$ cat config.mk
export PLATFORM = sky130hd
export DESIGN_NAME = chinpo_mem_interface
export DESIGN_NICKNAME = d
export VERILOG_FILES = /design/src/rtl/chinpo_pkg.sv /design/src/rtl/chinpo_wait_counter.sv /design/src/rtl/chinpo_mem_interface.sv
export SDC_FILE = /design/constraint.sdc
export NUM_CORES = 1
export LEC_CHECK = 0
export CAP_MARGIN = 10
export CELL_PAD_IN_SITES_DETAIL_PLACEMENT = 0
export CELL_PAD_IN_SITES_GLOBAL_PLACEMENT = 1
export CORE_ASPECT_RATIO = 0.75
export CORE_MARGIN = 1
export CORE_UTILIZATION = 34
export DETAILED_ROUTE_END_ITERATION = 6
export PLACE_DENSITY_LB_ADDON = 0.1
export SLEW_MARGIN = 20
export SYNTH_ARGS = -nofsm -noshare
export SYNTH_HDL_FRONTEND = slang
export SYNTH_SLANG_ARGS = --single-unit
$ cat constraint.sdc
create_clock -name CLK -period 6.5 [get_ports CLK]
set_input_delay 1.95 -clock CLK [delete_from_list [all_inputs] [get_ports CLK]]
set_output_delay 1.95 -clock CLK [all_outputs]
set_load 0.05 [all_outputs]
$ cat src/rtl/chinpo_pkg.sv
// Shared types and constants for the CHINPO memory access sequencer.
package chinpo_pkg;

  localparam int WORD_W = 16;
  localparam int OPC_W  = 4;

  // Sequencer states
  typedef enum logic [1:0] {
    ST_IDLE = 2'd0,
    ST_BUSY = 2'd1,
    ST_DONE = 2'd2
  } state_t;

  // Latched access kind
  typedef enum logic [1:0] {
    OP_FETCH = 2'd0,
    OP_READ  = 2'd1,
    OP_WRITE = 2'd2
  } op_t;

  // Bits needed to hold values 0..max_val (at least one bit)
  function automatic int cnt_width(input int max_val);
    int w;
    w = 1;
    for (int i = 1; i <= 5; i++) begin
      if (max_val >= (1 << i)) begin
        w = i + 1;
      end
    end
    return w;
  endfunction

  // True when two or more request strobes are raised together
  function automatic logic multi_req(input logic a, input logic b, input logic c);
    return (a & b) | (a & c) | (b & c);
  endfunction

endpackage

$ cat src/rtl/chinpo_wait_counter.sv
// Loadable down-counter that times the memory settle cycles of one access.
module chinpo_wait_counter
  import chinpo_pkg::*;
#(
  parameter int CNT_W = 1
) (
  input  logic             CLK,
  input  logic             Reset,
  input  logic             i_load,
  input  logic [CNT_W-1:0] i_load_val,
  input  logic             i_dec,
  output logic [CNT_W-1:0] o_cnt,
  output logic             o_zero
);

  logic [CNT_W-1:0] r_cnt;

  // Load takes precedence; decrement only while non-zero so the count never wraps
  always_ff @(posedge CLK or posedge Reset) begin
    if (Reset) begin
      r_cnt <= '0;
    end else if (i_load) begin
      r_cnt <= i_load_val;
    end else if (i_dec && (r_cnt != '0)) begin
      r_cnt <= r_cnt - {{(CNT_W-1){1'b0}}, 1'b1};
    end else begin
      r_cnt <= r_cnt;
    end
  end

  assign o_cnt  = r_cnt;
  assign o_zero = (r_cnt == '0);

endmodule

$ cat src/rtl/chinpo_mem_interface.sv
// Memory access sequencer: turns control-FSM strobes into timed memory
// transactions, stalls the control FSM while busy, and owns IR/MDR.
module chinpo_mem_interface
  import chinpo_pkg::*;
#(
  parameter int WORD_W      = chinpo_pkg::WORD_W,
  parameter int WAIT_STATES = 1
) (
  input  logic              CLK,
  input  logic              Reset,
  input  logic              IRWrite,
  input  logic              MemRead,
  input  logic              MemWrite,
  input  logic              MemAddr,
  input  logic [WORD_W-1:0] PC_in,
  input  logic [WORD_W-1:0] ALUOut_in,
  input  logic [WORD_W-1:0] WData_in,
  input  logic [WORD_W-1:0] mem_rdata,
  output logic [WORD_W-1:0] mem_addr,
  output logic [WORD_W-1:0] mem_wdata,
  output logic              mem_en,
  output logic              mem_we,
  output logic              Stall,
  output logic [WORD_W-1:0] IR,
  output logic [WORD_W-1:0] MDR,
  output logic [OPC_W-1:0]  Opcode,
  output logic              IR3,
  output logic              IR2,
  output logic              IR1,
  output logic              IR0,
  output logic              ProtoErr
);

  localparam int CNT_W = cnt_width(WAIT_STATES);
  localparam logic [CNT_W-1:0] LOAD_VAL = CNT_W'(WAIT_STATES);

  state_t            r_state;
  state_t            w_next_state;
  op_t               r_op;
  op_t               w_op_sel;
  op_t               w_op_next;
  logic [WORD_W-1:0] r_mem_addr;
  logic [WORD_W-1:0] r_mem_wdata;
  logic [WORD_W-1:0] r_ir;
  logic [WORD_W-1:0] r_mdr;
  logic              r_mem_en;
  logic              r_mem_we;
  logic              r_proto_err;
  logic              w_req;
  logic              w_start;
  logic              w_finish;
  logic              w_load;
  logic              w_dec;
  logic [CNT_W-1:0]  w_cnt;
  logic              w_cnt_zero;

  assign w_req    = IRWrite | MemRead | MemWrite;
  assign w_start  = (r_state == ST_IDLE) && w_req;
  assign w_finish = (r_state == ST_BUSY) && w_cnt_zero;

  chinpo_wait_counter #(
    .CNT_W (CNT_W)
  ) u_wait_counter (
    .CLK        (CLK),
    .Reset      (Reset),
    .i_load     (w_load),
    .i_load_val (LOAD_VAL),
    .i_dec      (w_dec),
    .o_cnt      (w_cnt),
    .o_zero     (w_cnt_zero)
  );

  // Request priority: a write wins over a read, a read over a fetch
  always_comb begin
    w_op_sel = OP_FETCH;
    if (MemWrite) begin
      w_op_sel = OP_WRITE;
    end else if (MemRead) begin
      w_op_sel = OP_READ;
    end else begin
      w_op_sel = OP_FETCH;
    end
  end

  // Operation that will be in force next cycle, used to pre-register mem_we
  always_comb begin
    w_op_next = r_op;
    if (r_state == ST_IDLE) begin
      w_op_next = w_op_sel;
    end else begin
      w_op_next = r_op;
    end
  end

  // Next-state logic and wait-counter control
  always_comb begin
    w_next_state = r_state;
    w_load       = 1'b0;
    w_dec        = 1'b0;
    case (r_state)
      ST_IDLE: begin
        if (w_req) begin
          w_next_state = ST_BUSY;
          w_load       = 1'b1;
        end else begin
          w_next_state = ST_IDLE;
        end
      end
      ST_BUSY: begin
        if (w_cnt_zero) begin
          w_next_state = ST_DONE;
        end else begin
          w_next_state = ST_BUSY;
          w_dec        = 1'b1;
        end
      end
      // Strobes are ignored here so a still-held request cannot retrigger
      ST_DONE: w_next_state = ST_IDLE;
      default: w_next_state = ST_IDLE;
    endcase
  end

  // State register
  always_ff @(posedge CLK or posedge Reset) begin
    if (Reset) begin
      r_state <= ST_IDLE;
    end else begin
      r_state <= w_next_state;
    end
  end

  // Latch the access kind, address and store data when a request is accepted
  always_ff @(posedge CLK or posedge Reset) begin
    if (Reset) begin
      r_op        <= OP_FETCH;
      r_mem_addr  <= '0;
      r_mem_wdata <= '0;
    end else if (w_start) begin
      r_op        <= w_op_sel;
      r_mem_addr  <= MemAddr ? ALUOut_in : PC_in;
      r_mem_wdata <= WData_in;
    end else begin
      r_op        <= r_op;
      r_mem_addr  <= r_mem_addr;
      r_mem_wdata <= r_mem_wdata;
    end
  end

  // Memory strobes are registered so they are high exactly during BUSY
  always_ff @(posedge CLK or posedge Reset) begin
    if (Reset) begin
      r_mem_en <= 1'b0;
      r_mem_we <= 1'b0;
    end else begin
      r_mem_en <= (w_next_state == ST_BUSY);
      r_mem_we <= (w_next_state == ST_BUSY) && (w_op_next == OP_WRITE);
    end
  end

  // Capture read data on the last settle edge; writes leave IR and MDR alone
  always_ff @(posedge CLK or posedge Reset) begin
    if (Reset) begin
      r_ir  <= '0;
      r_mdr <= '0;
    end else if (w_finish && (r_op == OP_FETCH)) begin
      r_ir  <= mem_rdata;
      r_mdr <= r_mdr;
    end else if (w_finish && (r_op == OP_READ)) begin
      r_ir  <= r_ir;
      r_mdr <= mem_rdata;
    end else begin
      r_ir  <= r_ir;
      r_mdr <= r_mdr;
    end
  end

  // Sticky protocol error: more than one strobe offered in the same request
  always_ff @(posedge CLK or posedge Reset) begin
    if (Reset) begin
      r_proto_err <= 1'b0;
    end else if (w_start && multi_req(IRWrite, MemRead, MemWrite)) begin
      r_proto_err <= 1'b1;
    end else begin
      r_proto_err <= r_proto_err;
    end
  end

  // Stall must rise in the request cycle, so it is decoded combinationally
  assign Stall     = !Reset && (w_start || (r_state == ST_BUSY));
  assign mem_addr  = r_mem_addr;
  assign mem_wdata = r_mem_wdata;
  assign mem_en    = r_mem_en;
  assign mem_we    = r_mem_we;
  assign IR        = r_ir;
  assign MDR       = r_mdr;
  assign Opcode    = r_ir[WORD_W-1 -: OPC_W];
  assign IR3       = r_ir[3];
  assign IR2       = r_ir[2];
  assign IR1       = r_ir[1];
  assign IR0       = r_ir[0];
  assign ProtoErr  = r_proto_err;

endmodule

# Word level (Yosys, flattened, before mapping)
# Cells that the tools add are included.
dict set report classes {
  addsub 1
  eq_ne 4
  n_mux 13
  n_bitwise 9
  n_reduce_logical 14
}
# operator count
set ops {}
lappend ops {{16-bit 2-to-1 mux} 1}
lappend ops {{1-bit logical AND} 8}
lappend ops {{1-bit 2-to-1 mux} 8}
lappend ops {{2-bit by 1-bit equality test with 1-bit output, second input constant} 3}
lappend ops {{2-bit 2-to-1 mux} 3}
lappend ops {{2-bit logical NOT} 2}
lappend ops {{1-bit bitwise OR} 4}
lappend ops {{2-bit one-hot mux with 2 select lines} 1}
lappend ops {{1-bit bitwise AND} 3}
lappend ops {{2-bit equality test, second input constant} 1}
lappend ops {{1-bit NOT} 2}
lappend ops {{2-bit AND reduction} 1}
lappend ops {{2-bit nonzero test} 1}
lappend ops {{1-bit logical NOT} 1}
lappend ops {{1-bit logical OR} 1}
lappend ops {{1-bit subtractor, second input constant} 1}
dict set report word_totals {
  register_bits 72
  inputBits 70
  out_inout_bits 76
  wordCells 51
}

# Longest topological paths before layout
# Gate-level depths: netlist of run 1.
dict set report logic_depth {
  depth_word 6
  mapped_depth 5
  ltp_nobuf 3
}

# By module
# A second synthesis of run 1 with hierarchy kept.
dict set report unflattened {
  cells_unflattened 198
  area_unflattened_um2 3031.7
}
# mod instances cells_each area_each_um2 seq_area_each_um2
set modules_own_cells {}
lappend modules_own_cells {chinpo_mem_interface 1 193 2982.9 1776.7}
lappend modules_own_cells {chinpo_wait_counter 1 5 48.8 25.0}

# Worst setup path before layout of run 1
# Ideal clock, no wire load.
dict set report synth_path {
  path_type {input to output}
  from {input port MemWrite}
  to {output port Stall}
  arrival_time_ns 3.049
  t_required_ns 4.550
  path_slack_ns 1.501
  cell_stages 3
  path_buffers 1
  cell_sequence {clkbuf_1 o31ai_1 a21oi_1}
}
dict set report synth_between {
  elab_chain_cells 4
}
# item line
set synth_lines {}
lappend synth_lines {{start, declared} chinpo_mem_interface.sv:13} ;# input logic MemWrite,
lappend synth_lines {{1-bit bitwise OR} chinpo_mem_interface.sv:57} ;# assign w_req = IRWrite | MemRead | MemWrite;
lappend synth_lines {{1-bit logical AND} chinpo_mem_interface.sv:58} ;# assign w_start = (r_state == ST_IDLE) && w_req;
lappend synth_lines {{1-bit logical OR} chinpo_mem_interface.sv:189} ;# assign Stall = !Reset && (w_start || (r_state == ST_BUSY));
lappend synth_lines {{1-bit logical AND} chinpo_mem_interface.sv:189}
lappend synth_lines {{end, declared} chinpo_mem_interface.sv:23} ;# output logic Stall,
# No other way between the ends.

# Final worst setup path of run 1
# Ends and elaborated chain as after synthesis.

==> results of run 1 <==
-- state kept, by name, summed over array words and instances, names as in the netlist --
name	count
IR	16
MDR	16
ProtoErr	1
mem_addr	16
mem_en	1
mem_wdata	16
mem_we	1
r_op	2
r_state	2
u_wait_counter.o_cnt	1
-- final timing paths --
kind	start	endpoint	slack, ns	cells after the start
hold / removal	ProtoErr	ProtoErr	0.46	1
min in group asynchronous	Reset	mem_we	2.08	2
hold reg to reg	ProtoErr	ProtoErr	0.46	1
setup / recovery	MemWrite	Stall	0.91	4
max in group asynchronous	Reset	MDR[15]	3.45	3
setup reg to reg	r_state[0]	mem_wdata[4]	4.56	4
-- per-stage QoR --
stage          setup slack (ns)  hold WS (ns)  util [%]
5_1_grt                   0.851         0.511      56.5
3_5_place_dp              0.927         0.448      52.9
2_1_floorplan              1.50         0.461         -
4_1_cts                   0.906         0.474      56.5
3_3_place_gp              0.910         0.450      52.9
6_report                  0.912         0.462      56.5
-- worst max-delay path, cell delays in order --
cell             delay (ns)
clkdlybuf4s50_1        0.60
o31ai_1                0.12
a21oi_1                0.15
clkdlybuf4s50_1        0.81
-- layout make-up --
cell class | count | area share, %
timing repair buffer | 148 | 30.5
sequential | 72 | 37.2
tap | 108 | 2.79
multi-input combinational | 102 | 23.0
clock inverter | 5 | 1.14
clock buffer | 11 | 5.22
inverter | 2 | 0.155
-- layout by cell type, fill, tap and decap left out, types with 3 or more instances in the layout --
master | netlist | routed
clkdlybuf4s50_1 | 0 | 145
dfrtp_1 | 72 | 72
mux2_2 | 70 | 70
mux2_4 | 10 | 10
clkbuf_16 | 0 | 9
buf_4 | 9 | 3
-- metal layers --
metal / GRT usage, % / share of wire (%)
met5: 0 / 0
met4: 5.90 / 1.1
met3: 5.74 / 8.2
met2: 23.0 / 45
met1: 20.9 / 46
-- logic make-up after synthesis --
kind of cell,after synthesis,synth area share [%]
adder cells (fa/ha/maj),1,0.329
AO/OA/AOI/OAI,10,2.39
multiplexers,80,30.8
flip-flops,72,59.2
buffers and inverters,20,4.52
AND/OR/NAND/NOR,11,2.71
==> results.cfg, run 1 <==
[global_route]
grt_max_degree = 38
track_usage_pct = 15.6
grt_pass1_vias = 1998
antenna_found_initial = 0
overflow = 0
grt_pass1_wl_um = 11000

[worst_setup_path]
worstPathRequired_ns = 4.55
critical_path_class = in2out
critPathCaptureType = output port
path_max_fanout = 8
cp.arrival_ns = 3.64
worstSetupStartpointType = primary input

[synthesis]
synth_top_flop_cell = dfrtp_1
async_flop_share_pct = 100
synth_edf_count = 0
synth_commonest_cells = dfrtp_1, mux2_2, mux2_4
syn_nets = 264
synth_area_um2 = 3040
yosys.area.top_type = dfrtp_1
ys_top_cells_by_area = dfrtp_1, mux2_2, mux2_4, buf_4, buf_12
synth.avg_cell_area_um2 = 15.7
netlist_instances = 194
yosys.cell_types.count = 28
yosys.area.top_type_share_pct = 59.2
ys_ff_latch = 72
yosysWarnings = 0
yosysMostFrequentCell = dfrtp_1
ys_seq_area_share_pct = 59.2

[clock_network]
cts_buffers = 9
cts_tree = done
clk_path_buf_depth = 2
post_cts_resized = 0
insertion_delay_ns = 0.33
htree_levels = 3
root_buffer = clkbuf_16
clkSinkCount = 72
post_cts.repair.setup_buffers = 0
clk_transition_reported_paths_ns = 0.05
hold_buffers = 0

[final_layout]
antenna_cells = 0
final_area_um2 = 4840
multi_input_area_um2 = 1110
regArea_um2 = 1800
syn2layout_area_growth_pct = 59.0
n_fill_cell = 718
layout-drive-gt1-share_pct = 30.6
layoutNonFillerInstCount = 448
nNetsFinal = 405

[die]
dieHeight_um = 83.9
ios = 146
rows = 29
initial_core_util_pct = 35.5
die_w_um = 111
dieArea_um2 = 9340
core_um2 = 8560

[route]
viasPerCell = 4.53
wl_um = 6760
drcViolationCount = 22
first_pass_iters = 6
via_count = 2030
antenna_left = 0
first_iter_violations = 49
wl_per_cell_um = 15.1

[place]
hpwl_um = 4840
portBuffers = 145
place_area_um2 = 4530
place.gp.congestion = 0.661
placedCellCount = 432

[sta]
finalCritPeriodShare_pct = 86.0
rsz0062_at_grt = no
fmax_mhz = 179
slew_violations = 0
slew_headroom_pct = 51.5
period_needed_ns = 5.59
finalSetupTns_ns = 0
hold_viol_final = 0
fin_skew_ns = 0.00518
worst_pin_slew_ns = 0.726
setup_viol = 0

[flow_run]
cap_violations = 0

[run_status]
violations = DRC
status = finished, violations left

[hold_path]
hold_path_class = reg2reg
Power of run 1 is not shown: default switching activity piles up to over one toggle a cycle in this logic, so the estimate is an artifact.
==> run 2: changes to the inputs <==
- ABC_AREA: unset -> 1
- CORE_UTILIZATION: 34 -> 32
==> run 2 against run 1 <==
Effect of this change:
- the flow now finishes without violations
- setup slack better by 0.49 ns
- sequential share of layout area down 0.59 points
- flip-flop and latch count unchanged
- non-clock buffer count unchanged
==> results.cfg, run 2 <==
[run_status]
status = completed

[global_route]
track_usage_pct = 17.6
grt_max_degree = 39
grt_pass1_vias = 2796
grt_pass1_wl_um = 13700
antenna_found_initial = 0
overflow = 0

[synthesis]
netlist_instances = 375
yosys.area.top_type_share_pct = 56.7
ys_ff_latch = 72
synth_edf_count = 0
synth_area_um2 = 3180
syn_nets = 445
yosys.area.top_type = dfrtp_1
yosysMostFrequentCell = nand2_1
synth_top_flop_cell = dfrtp_1
ys_seq_area_share_pct = 56.7
async_flop_share_pct = 100
yosys.cell_types.count = 17
synth_commonest_cells = nand2_1, dfrtp_1, nand3_1
yosysWarnings = 0
ys_top_cells_by_area = dfrtp_1, nand2_1, nand3_1, buf_4, o21ai_0
synth.avg_cell_area_um2 = 8.48

[final_layout]
antenna_cells = 0
nNetsFinal = 576
layoutNonFillerInstCount = 642
layout-drive-gt1-share_pct = 5.10
syn2layout_area_growth_pct = 54.6
final_cell_mix = nand2_1, clkdlybuf4s50_1, dfrtp_1
mostFrequentLayoutCell = nand2_1

[sta]
setup_viol = 0
finalCritPeriodShare_pct = 78.5
fmax_mhz = 196
slew_violations = 0
period_needed_ns = 5.10
whs_ns = 0.467
rsz0062_at_grt = no
finalSetupTns_ns = 0
slew_headroom_pct = 37.7
fin_skew_ns = 0.00595
worst_pin_slew_ns = 0.932
setup_slack_ns = 1.40
hold_viol_final = 0

[die]
rows = 31
ios = 146
die_w_um = 117
core_um2 = 9660
dieArea_um2 = 10300
initial_core_util_pct = 32.9
dieHeight_um = 88.3

[hold_path]
hold_path_class = reg2reg

[clock_network]
post_cts_resized = 0
insertion_delay_ns = 0.33
hold_buffers = 0
clk_transition_reported_paths_ns = 0.05
cts_buffers = 9
root_buffer = clkbuf_16
htree_levels = 3
cts_tree = done
clk_path_buf_depth = 2
clkSinkCount = 72
post_cts.repair.setup_buffers = 0

[worst_setup_path]
worstPathRequired_ns = 4.55
max_stage_delay_ns = 0.51
path_max_fanout = 4
worstSetupStartpointType = primary input
cpMostUsedCell = nand2_1
critical_path_class = in2out
cp.arrival_ns = 3.15
path_cells = clkdlybuf4s50_1 > nor2_1 > nand2_1 > nand2_1 > a21oi_1 > buf_12
critPathSlowestCell = clkdlybuf4s50_1
critPathCaptureType = output port

[place]
place.gp.congestion = 0.744
placedCellCount = 627
pre_cts_slack_ns = 1.39
hpwl_um = 5970
portBuffers = 145

[route]
first_iter_violations = 162
drcViolationCount = 0
viasPerCell = 4.52
first_pass_iters = 4
antenna_left = 0
wl_um = 8550
via_count = 2899
wl_per_cell_um = 13.3

[power_and_ir_drop]
switching_share_pct = 51.2
switching_power_uw = 1590
ir_drop_uv = 269
internal-power_uw = 1520
power_frac_seq_pct = 26.0
power_frac_comb_pct = 59.5
pwr-share-clk_pct = 14.5
power.density_nw_per_um2 = 631
leakagePower_uw = 0.00239

[flow_run]
cap_violations = 0
==> run 2: cell types whose count changed after synthesis, sizes merged, moves of 7 or more <==
cell   change
nand2    +160
mux2      -80
nand3     +66
inv       +19
o21ai     +16
buf        +7
==> run 2: cell type report <==
cell class              count  area [um^2]
repair buffers            148         1480
well taps                 132          165
flip-flops and latches     72         1800
fillers                   916         4740
inverters                  21         78.8
multi-input cells         254         1110
clock inverters             3         17.5
clock buffers              12          256
==> run 2: cells by family (layout without fill, tap and decap cells) <==
group | count (synthesis) | in the layout | synth area share [%]
AOI/OAI and AO/OA | 22 | 22 | 3.54
and+or+nand+nor | 232 | 232 | 31.4
buffers and inverters | 49 | 184 | 8.34
DFF | 72 | 72 | 56.7
==> run 2: critical path, delay by kind of cell <==
family          cells  cell delay [ns]
compound gates      1             0.26
buf+inv             2             0.68
simple gates        3             0.25
==> run 2: power groups by stage <==
stage	Sequential [uW]	Combinational [uW]	Clock (uW)
after floorplan	1510	588	0
after global placement	805	1860	0
after detailed placement	811	1870	0
after CTS	809	1870	470
after global routing	837	1980	484
final	806	1850	451
==> run 2: path summary, 6_finish.rpt <==
kind / end / cells after the start / start / slack, ns
setup / recovery: Stall / 6 / MemRead / 1.40
hold / removal: mem_wdata[0] / 2 / mem_wdata[0] / 0.47
setup reg to reg: mem_addr[2] / 5 / r_state[0] / 4.62
hold reg to reg: mem_wdata[0] / 2 / mem_wdata[0] / 0.47
max in group asynchronous: mem_addr[4] / 3 / Reset / 3.40
min in group asynchronous: MDR[15] / 2 / Reset / 2.10
==> run 2: per-stage QoR <==
step | cell area (um^2) | util [%] | total power [uW]
CTS | 4920 | 50.9 | 3150
global placement | 4640 | 48.1 | 2660
floorplan | 3180 | - | 2100
global route | 4920 | 50.9 | 3300
finish | 4920 | 50.9 | 3100
detailed placement | 4640 | 48.1 | 2680
==> run 2: per-layer routing <==
metal | up-vias | global-route usage, % | routed length, um
li1 | 1437 | - | -
met5 | - | 0 | 0
met4 | 0 | 6.21 | 109
met3 | 11 | 6.51 | 536
met2 | 72 | 28.2 | 4050
met1 | 1379 | 22.1 | 3860
No activity file was read; power rests on OpenSTA's default activity.
==> run 3: changes to the inputs <==
- CORE_UTILIZATION: 32 -> 26
- clock period: 6.5 -> 4.1 ns (I/O delays scaled with it)
==> run 3 against run 2 <==
Effect of this change:
- sequential share of layout area decreased by 1.0 points
- non-clock buffer count increased by 1
- clock skew increased by 0.0021 ns
- power increased by 66%
- largest power group unchanged
- clock power increased by 110%
- via count decreased by 0.52%
- count of clock-buffer cells in the layout decreased by 2
- routed wire length increased by 5.2%
- combinational power increased by 59%
- setup slack got worse by 0.96 ns
- flip-flop and latch count unchanged
- register-to-register slack got worse by 2.2 ns
==> results.cfg, run 3 (same netlist as run 2, synthesis figures left out) <==
[run_status]
status = completed

[sta]
period_needed_ns = 3.66
setup_viol = 0
fmax_mhz = 273
hold_viol_final = 0
fin_skew_ns = 0.00804
setup_slack_ns = 0.441
slew_headroom_pct = 38.0
slew_violations = 0
worst_pin_slew_ns = 0.928
rsz0062_at_grt = no
finalSetupTns_ns = 0
whs_ns = 0.468
finalCritPeriodShare_pct = 89.2

[worst_setup_path]
worstPathRequired_ns = 2.87
path_max_fanout = 4
worstSetupStartpointType = primary input
critPathCaptureType = output port
r2r_cells = 4
timing.rr.end = IR[15]
timing.rr.start = r_op[1]
reg2reg_slack_ns = 2.42
cp.arrival_ns = 2.43
critical_path_class = in2out

[global_route]
overflow = 0
grt_pass1_wl_um = 14800
grt_max_degree = 65
grt_pass1_vias = 2853
antenna_found_initial = 0
track_usage_pct = 15.2

[clock_network]
post_cts_resized = 0
cts_buffers = 9
post_cts.repair.setup_buffers = 0
clkSinkCount = 72
insertion_delay_ns = 0.34
clk_path_buf_depth = 2
cts_tree = done
clk_transition_reported_paths_ns = 0.06
root_buffer = clkbuf_16
htree_levels = 3
hold_buffers = 0

[place]
place.gp.congestion = 0.761
place_area_um2 = 4700
hpwl_um = 6180
portBuffers = 145
pre_cts_slack_ns = 0.419

[hold_path]
min_path_cells = 2
holdCritStartpoint = MDR[15]
min_to = MDR[15]
hold_path_class = reg2reg

[route]
viasPerCell = 4.28
first_pass_iters = 4
drcViolationCount = 0
first_iter_violations = 99
via_count = 2884
wl_um = 9000
antenna_left = 0
wl_per_cell_um = 13.4

[final_layout]
mostFrequentLayoutCell = nand2_1
layout-drive-gt1-share_pct = 5.66
n_fill_cell = 1162
antenna_cells = 0
final_area_um2 = 5050
final_util_pct = 43.1
nNetsFinal = 577
final_cell_mix = nand2_1, clkdlybuf4s50_1, dfrtp_1
syn2layout_area_growth_pct = 59.0
multi_input_area_um2 = 1110
regArea_um2 = 1800

[power_and_ir_drop]
power_frac_comb_pct = 57.2
pwr-share-clk_pct = 18.0
ir_drop_uv = 394
switching_power_uw = 2560
switching_share_pct = 49.7
internal-power_uw = 2590
leakagePower_uw = 0.00243
power_frac_seq_pct = 24.8
power.density_nw_per_um2 = 1020

[die]
dieHeight_um = 97.8
die_w_um = 130
core_um2 = 11700
dieArea_um2 = 12700
initial_core_util_pct = 27.1
rows = 34
ios = 146

[flow_run]
cap_violations = 0
==> run 3: power groups by stage <==
stage / clock, uW / sequential [uW] / combinational (uW)
floorplan: 0 / 2400 / 933
finish: 928 / 1280 / 2940
detailed placement: 0 / 1290 / 2990
global route: 984 / 1330 / 3150
CTS: 950 / 1280 / 2990
global placement: 0 / 1280 / 2980
==> run 3: critical path, stage by stage <==
cell             delay, ns
clkdlybuf4s50_1       0.52
nor2_1                0.06
nand2_1               0.10
nand2_1               0.09
a21oi_1               0.26
buf_12                0.18
==> run 3: per-stage QoR <==
stage / total power [uW] / std cells
3_5_place_dp: 4270 / 658
3_3_place_gp: 4260 / 658
6_report: 5150 / 674
4_1_cts: 5220 / 674
2_1_floorplan: 3330 / 375
5_1_grt: 5460 / 674
==> run 3: how the worst max path moves through the flow <==
| stage | cells after the start | endpoint | slack, ns | from |
|---|---|---|---|---|
| after floorplan | 6 | Stall | 0.34 | MemWrite |
| after global placement | 6 | Stall | 0.42 | MemRead |
| after detailed placement | 6 | Stall | 0.42 | MemRead |
| after CTS | 6 | Stall | 0.42 | MemRead |
| after global routing | 6 | Stall | 0.33 | MemRead |
| final | 6 | Stall | 0.44 | MemRead |
==> run 3: routing by layer <==
layer  track usage, %  up-vias  share of wire [%]
li1                 -     1447                  -
met1             20.3     1351                 47
met2             23.5       74                 46
met3             4.60       12                5.5
met4             4.92        0                1.6
met5                0        -                  0
==> run 3: cell type report <==
type	count	share of cell area [%]
timing repair buffer	149	29.8
inverter	21	1.58
multi-input combinational	254	22.0
sequential	72	35.6
clock inverter	6	2.28
tap	162	4.01
clock buffer	10	4.73
